[config.mk]
export PLATFORM = sky130hd
export DESIGN_NAME = ram_port_arbiter
export DESIGN_NICKNAME = d
export VERILOG_FILES = /design/src/rtl/cpu_mem_pkg.sv /design/src/rtl/ram_port_arbiter.sv
export SDC_FILE = /design/constraint.sdc
export NUM_CORES = 1
export LEC_CHECK = 0
export ABC_AREA = 1
export BUFFER_PORTS_ARGS = -buffer_cell sky130_fd_sc_hd__buf_2
export CELL_PAD_IN_SITES_DETAIL_PLACEMENT = 0
export CELL_PAD_IN_SITES_GLOBAL_PLACEMENT = 1
export CORE_MARGIN = 5
export CORE_UTILIZATION = 15
export CTS_BUF_LIST = sky130_fd_sc_hd__clkbuf_4 sky130_fd_sc_hd__clkbuf_8 sky130_fd_sc_hd__clkbuf_16
export DETAILED_ROUTE_END_ITERATION = 6
export PLACE_DENSITY_LB_ADDON = 0.1
export SYNTH_ARGS = -nofsm -noshare
export SYNTH_HDL_FRONTEND = slang
export SYNTH_SLANG_ARGS = --single-unit
[constraint.sdc]
create_clock -name clk -period 1.2 [get_ports clk]
set_input_delay 0.12 -clock clk [delete_from_list [all_inputs] [get_ports clk]]
set_output_delay 0.12 -clock clk [all_outputs]
set_load 0.01 [all_outputs]
[src/rtl/cpu_mem_pkg.sv]
// Shared definitions for the CPU memory path: default RAM geometry and the
// encoding used to tag which requester owns an in-flight read.
package cpu_mem_pkg;

    localparam int DEF_ADDR_W = 10;
    localparam int DEF_DATA_W = 16;

    typedef enum logic [1:0] {
        OWN_NONE = 2'b00,
        OWN_IF   = 2'b01,
        OWN_LS   = 2'b10
    } own_t;

endpackage

[src/rtl/ram_port_arbiter.sv]
// Arbitrates the single-port RAM between instruction fetch and load/store,
// and steers the registered read data back to whoever issued the read.
module ram_port_arbiter
    import cpu_mem_pkg::*;
#(
    parameter int ADDR_W     = DEF_ADDR_W,
    parameter int DATA_W     = DEF_DATA_W,
    parameter int MAX_LS_RUN = 2
) (
    input  logic              clk,
    input  logic              reset,
    input  logic              if_req,
    input  logic [ADDR_W-1:0] if_addr,
    input  logic              if_flush,
    output logic              if_gnt,
    output logic              if_rvalid,
    output logic [DATA_W-1:0] if_rdata,
    input  logic              ls_req,
    input  logic              ls_we,
    input  logic [ADDR_W-1:0] ls_addr,
    input  logic [DATA_W-1:0] ls_wdata,
    output logic              ls_gnt,
    output logic              ls_rvalid,
    output logic [DATA_W-1:0] ls_rdata,
    output logic              ram_en,
    output logic              ram_we,
    output logic [ADDR_W-1:0] ram_addr,
    output logic [DATA_W-1:0] ram_wdata,
    input  logic [DATA_W-1:0] ram_rdata,
    output logic              busy
);

    localparam int                RUN_W   = $clog2(MAX_LS_RUN + 1);
    localparam logic [RUN_W-1:0]  RUN_MAX = RUN_W'(MAX_LS_RUN);

    logic [RUN_W-1:0] ls_run;
    logic             fetch_ok;
    logic             grant_ls;
    logic             grant_if;
    own_t             rsp_own;
    own_t             rsp_own_next;

    // Load/store wins unless it has already taken MAX_LS_RUN slots while fetch waited.
    // Grants are gated by reset so nothing reaches the RAM while the core is held.
    always_comb begin
        fetch_ok = if_req && !if_flush;
        grant_ls = reset && ls_req && (!fetch_ok || (ls_run < RUN_MAX));
        grant_if = reset && !grant_ls && fetch_ok;
    end

    assign if_gnt = grant_if;
    assign ls_gnt = grant_ls;

    always_comb begin
        ram_en    = 1'b0;
        ram_we    = 1'b0;
        ram_addr  = '0;
        ram_wdata = '0;
        if (grant_ls) begin
            ram_en    = 1'b1;
            ram_we    = ls_we;
            ram_addr  = ls_addr;
            ram_wdata = ls_wdata;
        end else if (grant_if) begin
            ram_en    = 1'b1;
            ram_addr  = if_addr;
        end
    end

    // Run length counts only while fetch is actually asking; any idle fetch cycle resets it.
    always_ff @(posedge clk or negedge reset) begin
        if (!reset) begin
            ls_run <= '0;
        end else if (!if_req || grant_if) begin
            ls_run <= '0;
        end else if (grant_ls && (ls_run != RUN_MAX)) begin
            ls_run <= ls_run + RUN_W'(1);
        end
    end

    always_comb begin
        rsp_own_next = OWN_NONE;
        if (grant_if) begin
            rsp_own_next = OWN_IF;
        end else if (grant_ls && !ls_we) begin
            rsp_own_next = OWN_LS;
        end
    end

    always_ff @(posedge clk or negedge reset) begin
        if (!reset) begin
            rsp_own <= OWN_NONE;
        end else begin
            rsp_own <= rsp_own_next;
        end
    end

    // A flush arriving in the response cycle squashes the fetched word; loads are never squashed.
    assign if_rvalid = (rsp_own == OWN_IF) && !if_flush;
    assign ls_rvalid = (rsp_own == OWN_LS);
    assign if_rdata  = ram_rdata;
    assign ls_rdata  = ram_rdata;
    assign busy      = (rsp_own != OWN_NONE);

endmodule
# Word level (Yosys, flattened, before mapping)
# Index checks and enable logic that the tools add are counted.
[op_classes]
n_reduce_logical = 17
n_addsub = 1
muxes = 10
n_bitwise = 0
multipliers = 0
n_shift = 0
n_eq_ne = 3
div_mod_pow = 0
order_cmp = 1
[op_table]
columns = ["operator", "count"]
rows = [
  ["$mux W10", 2],
  ["$mux W16", 1],
  ["$logic_and A1 B1 Y1", 8],
  ["$mux W2", 4],
  ["$logic_not A1 Y1", 5],
  ["$reduce_bool A2 Y1", 2],
  ["$mux W1", 3],
  ["$add A2 B1 Y2 const B", 1],
  ["$eq A2 B1 Y1 const B", 1],
  ["$eq A2 B2 Y1 const B", 1],
  ["$logic_or A1 B1 Y1", 2],
  ["$lt A2 B2 Y1 const B", 1],
  ["$ne A2 B2 Y1 const B", 1],
]
[word_totals]
ramBits = 0
romBits = 0
mem_count = 0
input_bits = 58
latchBits = 0
elab_cells = 34
output_inout_bits = 65
ff_bits = 4

# Depth between registers and ports, before layout
[depth]
word_depth = 10
depth_mapped = 8
ltp_nobuf = 7

# Worst setup path after synthesis
# Ideal clock, no wire load.
[synth_path]
kind = "register -> output"
start = "register ls_run[1]"
end = "output port ram_wdata[11]"
path_stages_with_launch = 6
n_path_buf = 2
required_time_ps = 1080
arrival_time_ps = 978
slack_ps = 102
cell_sequence = "dfrtp_1 -> nand3_2 -> nand2_2 -> buf_6 -> buf_6 -> nor2_1"
[synth_between]
elab_chain_cells = 4
[synth_rtl]
columns = ["item", "line", "rtl"]
rows = [
  ["from (decl)", "ram_port_arbiter.sv:36", "logic [RUN_W-1:0] ls_run;"],
  ["from (signal assigned)", "ram_port_arbiter.sv:77", "ls_run <= ls_run + RUN_W'(1);"],
  ["$lt A2 B2 Y1", "ram_port_arbiter.sv:47", "grant_ls = reset && ls_req && (!fetch_ok || (ls_run < RUN_MAX));"],
  ["$logic_or A1 B1 Y1", "ram_port_arbiter.sv:47", ""],
  ["$logic_and A1 B1 Y1", "ram_port_arbiter.sv:47", ""],
  ["$mux W16", "ram_port_arbiter.sv:59", "if (grant_ls) begin"],
  ["to (decl)", "ram_port_arbiter.sv:28", "output logic [DATA_W-1:0] ram_wdata,"],
]
# Every way passes these cells.

# Worst setup path after layout
[layout_path]
start = "register ls_run[1]"
end = "output port ram_wdata[14]"
# The elaborated chain is that of the path after synthesis.

==> impl_metrics.json <==
{
  "cp_top_family": "buffers and inverters",
  "final_cell_mix": "buf_2 (67), nand2_1 (28), inv_1 (23)",
  "gp_congestion": 0.714,
  "final_cell_count_no_fill": 259,
  "yosysWarningCount": 0,
  "worstMarginPinSlew_ns": 0.192,
  "ant_nets": 0,
  "dr.pass1.iters": 2,
  "max_cap_viol_count": 0,
  "die_h_um": 81.5,
  "grt_pass1_vias": 904,
  "hold_viol": 0,
  "grt_overflow_total": 0,
  "cp.required_ns": 1.08,
  "fin_crit_ns": 1.37,
  "synth-seq-cells": 4,
  "post-place-ws_ns": -0.0127,
  "wl_um": 2540,
  "start_util": 0.152,
  "setup_viol": 29,
  "synthMuxAreaShare": 0,
  "nets": 250,
  "total_leakage_power_nw": 0.830,
  "synth_top_area_share": 0.313,
  "netlist_top_cells_area": "buf_4 (31%), nand2_1 (18%), dfrtp_1 (13%)",
  "vdd_drop_max_mv": 0.242,
  "cp-start-kind": "register",
  "synth.cell_area_um2": 767,
  "yosys.area_share.simple": 0.351,
  "cp_slowest_cell": "dfrtp_1",
  "cts_tree": "built",
  "cp_max_fo": 6,
  "dp.cells": 249,
  "syn_nets": 194,
  "clkSlewWorstSetupHoldPaths_ns": 0.04,
  "pwr_density_cell_nw_per_um2": 598,
  "cp_slowest_stage_delay_ns": 0.38,
  "first_iter_violations": 6,
  "htree_levels": 1,
  "core.rowCount": 26,
  "ys_types": 15,
  "drive_gt1_frac": 0.593,
  "hold_class": "in -> reg",
  "area_growth_pct": 65.6,
  "slew_viol_final": 0,
  "die_w_um": 81.5,
  "io_buffers": 74,
  "synth_top_area_cell": "buf_4",
  "clock-root-buffer": "clkbuf_8",
  "clk_path_buf_depth": 2,
  "grt_pass1_wl_um": 3770,
  "diodes": 0,
  "worstPathCellList": "nand3_2, nand2_4, buf_4, buf_8, nor2_1, buf_2",
  "cts_buffers": 3,
  "syn_avg_cell_area_um2": 5.68,
  "synthAdderAreaFrac": 0.0163,
  "arrival_ns": 1.25,
  "fin_crit_sh": 1.14,
  "final_common_cell": "buf_2",
  "dp.final_hpwl_um": 2020,
  "route.vias.total": 905,
  "cts_num_sinks": 4,
  "finalWorstSetupSlack_ns": -0.171,
  "finalSetupTns_ns": -3.48,
  "drc": 0,
  "path_class": "reg -> out",
  "clock.fmax_ghz": 0.730,
  "synth_compound_area_frac": 0.00653,
  "syn_inst": 135,
  "clock_latency_ns": 0.22,
  "finish.utilization": 0.252,
  "endpoint_kind": "primary output",
  "coreArea_um2": 5040,
  "yosysSeqAreaShare": 0.131,
  "finClkSkew_ns": 0.00504,
  "status": "complete, but fails checks",
  "antenna_found_initial": 0,
  "grt_use_total": 0.0712,
  "io-pin-count": 123,
  "synth_xor_area_frac": 0,
  "die-area_um2": 6640,
  "slew_headroom": 0.872,
  "viasPerCell": 3.49,
  "synth_top_family_by_area": "buffers and inverters",
  "wl_per_cell_um": 9.79,
  "rsz0062_at_grt": "yes",
  "grt_max_degree": 14,
  "violations": "negative setup slack",
  "path_buf_inv": 3
}
-- registers in the layout (all words and copies together), names as in the netlist --
signal,flops
ls_run,2
rsp_own,2
-- metrics by stage --
step | instance area, um^2 | hold slack, ns | total power [mW]
2_1_floorplan | 767 | -0.176 | 0.375
3_3_place_gp | 1000 | -0.0760 | 0.409
6_report | 1270 | 0.0765 | 0.760
5_1_grt | 1270 | 0.0905 | 0.822
3_5_place_dp | 1000 | -0.0790 | 0.409
4_1_cts | 1160 | 0.0842 | 0.732
-- what timing repair did --
item / CTS / global route
gates resized for setup: 14 / 27
pin swaps: 4 / 2
endpoints found under the hold margin: 4 / 0
hold buffers: 1 / 0
setup buffers: 6 / 1
setup endpoints to repair: 30 / 32
-- worst register-to-register path, delay by kind of cell (launching register included) --
kind | cells | cell delay [ns]
flip-flops | 1 | 0.38
AND/OR/NAND/NOR | 4 | 0.26
buffers and inverters | 2 | 0.21
adder cells (fa/ha/maj) | 1 | 0.16
-- cell families after synthesis --
| kind of cell | after synthesis |
|---|---|
| compound gates | 1 |
| fa+ha+maj | 1 |
| flops | 4 |
| simple gates | 66 |
| buf+inv | 63 |
-- final cells by class --
cell class	instances	area, um^2
clock buffers	3	41.3
fillers	597	3770
inverters	27	109
multi-input cells	68	382
flip-flops and latches	4	100
well taps	70	87.6
repair buffers	87	551
-- layer usage --
layer | vias up | track usage | share of wire
met1 | 380 | 0.0725 | 0.34
li1 | 460 | - | -
met4 | 0 | 0.0287 | 0.0032
met2 | 61 | 0.130 | 0.50
met5 | - | 0 | 0
met3 | 4 | 0.0263 | 0.15
-- where the power goes --
part           total [mW]  switching [mW]  internal, mW
Sequential          0.145         0.00320         0.142
Clock               0.288          0.0738         0.214
Combinational       0.327           0.161         0.166
-- cells in the mapped netlist --
cell type / number
nand4_1: 2
buf_6: 3
nor3_1: 1
nor2_1: 21
a21oi_1: 1
inv_2: 2
buf_4: 32
nand2_2: 3
buf_2: 1
nand3_1: 1
nand2_1: 37
dfrtp_1: 4
ha_1: 1
inv_1: 25
nand3_2: 1
-- path summary, 6_finish.rpt --
kind,endpoint,depth (start not counted),from,slack [ns]
max,ram_wdata[14],6,ls_run[1],-0.17
min,rsp_own[1],2,ls_we,0.08
max reg2reg,ls_run[0],7,ls_run[1],0.13
min reg2reg,ls_run[0],3,ls_run[0],0.57
max in group asynchronous,ls_run[1],3,reset,0.68
min in group asynchronous,rsp_own[1],2,reset,0.26
(Power assumes the default switching activity.)
